## src/rtl/apb0_cmd_master.sv

```systemverilog
// APB4 initiator: converts one valid/ready command into a single SETUP/ACCESS transfer
// and returns read data and error status on a valid/ready response channel.
module apb0_cmd_master #(
    parameter int TIMEOUT_CNT = 256,
    parameter int ALIGN_CHK   = 1,
    parameter int CNT_W       = 9
) (
    input  logic        i_pclk,
    input  logic        i_presetn,

    input  logic        i_cmd_valid,
    output logic        o_cmd_ready,
    input  logic [31:0] i_cmd_addr,
    input  logic        i_cmd_write,
    input  logic [31:0] i_cmd_wdata,
    input  logic [3:0]  i_cmd_wstrb,
    input  logic [2:0]  i_cmd_prot,

    output logic        o_rsp_valid,
    input  logic        i_rsp_ready,
    output logic [31:0] o_rsp_rdata,
    output logic        o_rsp_err,
    output logic        o_rsp_timeout,

    output logic        o_root_psel,
    output logic        o_root_penable,
    output logic [31:0] o_root_paddr,
    output logic        o_root_pwrite,
    output logic [31:0] o_root_pwdata,
    output logic [3:0]  o_root_pstrb,
    output logic [2:0]  o_root_pprot,
    input  logic        i_root_pready,
    input  logic        i_root_pslverr,
    input  logic [31:0] i_root_prdata
);

    typedef enum logic [1:0] {
        IDLE   = 2'd0,
        SETUP  = 2'd1,
        ACCESS = 2'd2,
        RESP   = 2'd3
    } state_t;

    localparam logic [CNT_W-1:0] TO_LAST = CNT_W'((TIMEOUT_CNT == 0) ? 0 : TIMEOUT_CNT - 1);

    state_t            state;
    state_t            next_state;
    logic [CNT_W-1:0]  cnt;
    logic              rdy_en;

    logic [31:0]       paddr_q;
    logic              pwrite_q;
    logic [31:0]       pwdata_q;
    logic [3:0]        pstrb_q;
    logic [2:0]        pprot_q;
    logic [31:0]       rdata_q;
    logic              err_q;
    logic              timeout_q;

    logic              cmd_fire;
    logic              misaligned;
    logic              timeout_hit;
    logic              rsp_fire;

    // Keeps o_cmd_ready low for the first cycle after reset release.
    always_ff @(posedge i_pclk or negedge i_presetn) begin
        if (!i_presetn) begin
            rdy_en <= 1'b0;
        end else begin
            rdy_en <= 1'b1;
        end
    end

    always_ff @(posedge i_pclk or negedge i_presetn) begin
        if (!i_presetn) begin
            state <= IDLE;
        end else begin
            state <= next_state;
        end
    end

    always_comb begin
        next_state  = state;
        cmd_fire    = 1'b0;
        misaligned  = 1'b0;
        timeout_hit = 1'b0;
        rsp_fire    = 1'b0;

        misaligned  = (ALIGN_CHK != 0) && (i_cmd_addr[1:0] != 2'b00);
        timeout_hit = (TIMEOUT_CNT != 0) && (cnt == TO_LAST);

        case (state)
            IDLE: begin
                cmd_fire = rdy_en && i_cmd_valid;
                if (cmd_fire) begin
                    next_state = misaligned ? RESP : SETUP;
                end
            end
            SETUP: begin
                next_state = ACCESS;
            end
            ACCESS: begin
                // A late pready in the timeout cycle still completes normally.
                if (i_root_pready || timeout_hit) begin
                    next_state = RESP;
                end
            end
            RESP: begin
                rsp_fire = i_rsp_ready;
                if (rsp_fire) begin
                    next_state = IDLE;
                end
            end
            default: begin
                next_state = IDLE;
            end
        endcase
    end

    // Command latch, wait-state counter and response payload.
    always_ff @(posedge i_pclk or negedge i_presetn) begin
        if (!i_presetn) begin
            cnt       <= '0;
            paddr_q   <= '0;
            pwrite_q  <= 1'b0;
            pwdata_q  <= '0;
            pstrb_q   <= '0;
            pprot_q   <= '0;
            rdata_q   <= '0;
            err_q     <= 1'b0;
            timeout_q <= 1'b0;
        end else begin
            if (cmd_fire) begin
                paddr_q  <= i_cmd_addr;
                pwrite_q <= i_cmd_write;
                pwdata_q <= i_cmd_wdata;
                pstrb_q  <= i_cmd_write ? i_cmd_wstrb : 4'h0;
                pprot_q  <= i_cmd_prot;
                cnt      <= '0;
                if (misaligned) begin
                    err_q     <= 1'b1;
                    timeout_q <= 1'b0;
                    rdata_q   <= '0;
                end
            end

            if (state == ACCESS) begin
                cnt <= cnt + 1'b1;
                if (i_root_pready) begin
                    rdata_q   <= (pwrite_q || i_root_pslverr) ? 32'h0 : i_root_prdata;
                    err_q     <= i_root_pslverr;
                    timeout_q <= 1'b0;
                end else if (timeout_hit) begin
                    rdata_q   <= '0;
                    err_q     <= 1'b1;
                    timeout_q <= 1'b1;
                end
            end

            if (rsp_fire) begin
                err_q     <= 1'b0;
                timeout_q <= 1'b0;
                cnt       <= '0;
            end
        end
    end

    assign o_cmd_ready    = rdy_en && (state == IDLE);
    assign o_rsp_valid    = (state == RESP);
    assign o_rsp_rdata    = rdata_q;
    assign o_rsp_err      = err_q;
    assign o_rsp_timeout  = timeout_q;

    assign o_root_psel    = (state == SETUP) || (state == ACCESS);
    assign o_root_penable = (state == ACCESS);
    assign o_root_paddr   = paddr_q;
    assign o_root_pwrite  = pwrite_q;
    assign o_root_pwdata  = pwdata_q;
    assign o_root_pstrb   = pstrb_q;
    assign o_root_pprot   = pprot_q;

endmodule

```

## config.mk

```make
export PLATFORM = sky130hd
export DESIGN_NAME = apb0_cmd_master
export DESIGN_NICKNAME = d
export VERILOG_FILES = /design/src/rtl/apb0_cmd_master.sv
export SDC_FILE = /design/constraint.sdc
export NUM_CORES = 1
export LEC_CHECK = 0
export CAP_MARGIN = 0
export CORE_ASPECT_RATIO = 0.8
export CORE_UTILIZATION = 44
export DETAILED_ROUTE_END_ITERATION = 10
export PLACE_DENSITY = 0.86
export SYNTH_ARGS = -nofsm -noshare
export SYNTH_HDL_FRONTEND = slang
export SYNTH_SLANG_ARGS = --single-unit
```

## constraint.sdc

```tcl
create_clock -name i_pclk -period 3.59 [get_ports i_pclk]
set_clock_uncertainty 0.05 [all_clocks]
set_input_delay 0.359 -clock i_pclk [delete_from_list [all_inputs] [get_ports i_pclk]]
set_output_delay 0.359 -clock i_pclk [all_outputs]
set_load 0.01 [all_outputs]
```

==> results_dict.tcl <==
set metrics [dict create \
    yosys_warnings 0 \
    finalCriticalPeriod_ps 2360 \
    cap_violations 0 \
    fin_util_pct 74.0 \
    pwr-share-seq_pct 33.6 \
    clock-sinks 118 \
    ys_ff_latch 118 \
    synth_top_area_cell "dfrtp_1" \
    synthesis.area_sq_um 4620 \
    p_int_mw 4.84 \
    synthTopCellsByCount "dfrtp_1, mux2_2, a22o_1" \
    clock_latency_ps 390 \
    ios 220 \
    drt-vias-per-instance 5.05 \
    cts_htree_levels 4 \
    numCtsBuffers 17 \
    routed_wl_um 12000 \
    post_cts_buffers 0 \
    setup_viol 0 \
    finalCritPeriodShare_pct 65.7 \
    grt_start_max_net_pins 74 \
    cp-end-kind "register" \
    netlist.area_leader.share_pct 64.0 \
    pwr_density_cell_nw_per_um2 909 \
    drt_iter0_drc 247 \
    core_region_area_sq_um 10200 \
    total_leakage_power_nw 3.26 \
    critPathKind "register to register" \
    setup_ws_ps 1230 \
    io_buffers 219 \
    design_area_sq_um 7580 \
    synth_edf_count 0 \
    p_clk_share_pct 25.9 \
    finalHoldViolations 0 \
    rsz0062_at_grt "false" \
    layout.nets 659 \
    place_hpwl_um 8320 \
    ir_drop_v 0.000468 \
    report.final.slew_viol_count 0 \
    post_drt_wl_per_cell_um 17.2 \
    drtPass1Iterations 5 \
    fmax_ghz 0.424 \
    placed_cell_area_sq_um 6950 \
    async_flop_share_pct 100 \
    dp_slack_ps 1250 \
    core.rowCount 33 \
    final_layout_size_suffix_gt1_share_pct 20.0 \
    cts_root_buf "clkbuf_16" \
    grt_overflow 0 \
    antenna_cells 0 \
    stdcell_count 696 \
    cts_resized 0 \
    syn-mean-instance-area_sq_um 14.6 \
    hp-class "input pin to async pin" \
    syn-num-nets 433 \
    synthFlopType "dfrtp_1" \
    die_y_um 93.6 \
    hold_ws_ps 48.0 \
    grt_pass1_wl_um 18200 \
    yosysMostFrequentCell "dfrtp_1" \
    grt_pass1_vias 3612 \
    yosysUniqueCellTypes 35 \
    p_switching_mw 2.04 \
    cts.clk_slew.worst_paths_ps 60 \
    crit_path_max_fanout 32 \
    dieArea_sq_um 10900 \
    synthCells 317 \
    syn2layout_area_growth_pct 64.2 \
    gr-usage-all-layers_pct 22.4 \
    clk_path_buf_depth 2 \
    tns_ps 0 \
    antenna_found_initial 0 \
    postRouteAntennaNets 0 \
    initial_core_util_pct 45.1 \
    chipWidth_um 117 \
    switching_share_pct 29.7 \
    combinationalPowerShare_pct 40.5 \
    status "finished, final reports clean" \
    slew_headroom_pct 22.4 \
    ys_seq_area_share_pct 64.0 \
    synth.area.top_cells "dfrtp_1, mux2_2, a22o_1" \
    gp_congestion 0.845 \
    dp_cells 664 \
    cp.arrival_ps 2640 \
    drc 0 \
    dr_total_vias 3517 \
    tightest_slew_ps 1160 \
    p_total_mw 6.89 \
    ctsHoldBuffers 0 \
    cp-start-kind "register" \
    required_ps 3870 \
    cts_tree "yes" \
]
-- cell usage in the layout, fill, tap and decap left out, drive strengths merged, types with 2 or more instances in the layout --
cell,instances
inv,10
o211ai,2
dfrtp,118
o21ai,10
bufinv,4
a222oi,2
nor2,5
clkinvlp,3
ha,6
a21oi,2
mux2,69
a22oi,2
or4,2
buf,5
nand3,12
clkbuf,18
clkdlybuf4s50,218
nand2,14
a22o,33
clkinv,5
-- path summary, 6_finish.rpt --
path / slack [ps] / depth (start not counted) / endpoint / start
setup reg to reg: 1230 / 5 / o_rsp_rdata[31]$_DFF_PN0_ / state[0]$_DFFE_PN0P_
min in group i_pclk: 440 / 2 / o_root_pstrb[1]$_DFFE_PN0N_ / o_root_pstrb[1]$_DFFE_PN0N_
setup / recovery: 1230 / 5 / o_rsp_rdata[31]$_DFF_PN0_ / state[0]$_DFFE_PN0P_
max in group asynchronous: 2690 / 2 / o_root_pwdata[25]$_DFFE_PN0N_ / i_presetn
hold reg to reg: 440 / 2 / o_root_pstrb[1]$_DFFE_PN0N_ / o_root_pstrb[1]$_DFFE_PN0N_
hold / removal: 50 / 1 / o_root_pstrb[0]$_DFFE_PN0N_ / i_presetn
-- worst max-delay path, stage by stage, from the launching register on --
cell     delay [ps]
dfrtp_1         400
inv_1           120
ha_1            370
nand2_1         180
nor3_4          900
a22o_1          260
-- power groups by stage --
stage               clock (mW)  sequential (mW)  combinational (mW)
global placement             0             2.30                2.71
floorplan                    0             2.57               0.907
global route              1.88             2.39                2.96
finish                    1.79             2.31                2.79
CTS                       1.82             2.32                2.82
detailed placement           0             2.32                2.80
-- final cells by class --
| cell class | count | area (sq um) |
|---|---|---|
| clock buffer | 18 | 429 |
| clock inverter | 14 | 200 |
| fill | 685 | 2660 |
| inverter | 8 | 30.0 |
| multi-input combinational | 175 | 1560 |
| sequential | 118 | 2950 |
| tap | 140 | 175 |
| timing repair buffer | 223 | 2230 |
-- cells by family after synthesis --
logic type	Yosys count	share of synthesized area [%]
DFF	118	64.0
muxes	70	17.1
AOI/OAI and AO/OA	60	10.6
and+or+nand+nor	37	3.80
buffers and inverters	24	2.68
adders and majority gates	6	1.63
other	1	0.0812
xor gates and xnor gates	1	0.190
-- per-layer routing --
| metal | vias to the layer above | GRT usage [%] | routed length, um |
|---|---|---|---|
| li1 | 1619 | - | - |
| met1 | 1723 | 27.1 | 4800 |
| met2 | 158 | 37.8 | 6050 |
| met3 | 17 | 6.16 | 906 |
| met4 | 0 | 8.87 | 197 |
| met5 | - | 0 | 0 |
-- flip-flops by register name (all words and copies together), names as in the netlist, 2 cells and up --
register,flops
o_rsp_rdata,32
o_root_pstrb,4
o_root_paddr,32
cnt,9
o_root_pwdata,32
o_root_pprot,3
state,2
Note: power is estimated with default switching activity, not from simulation.
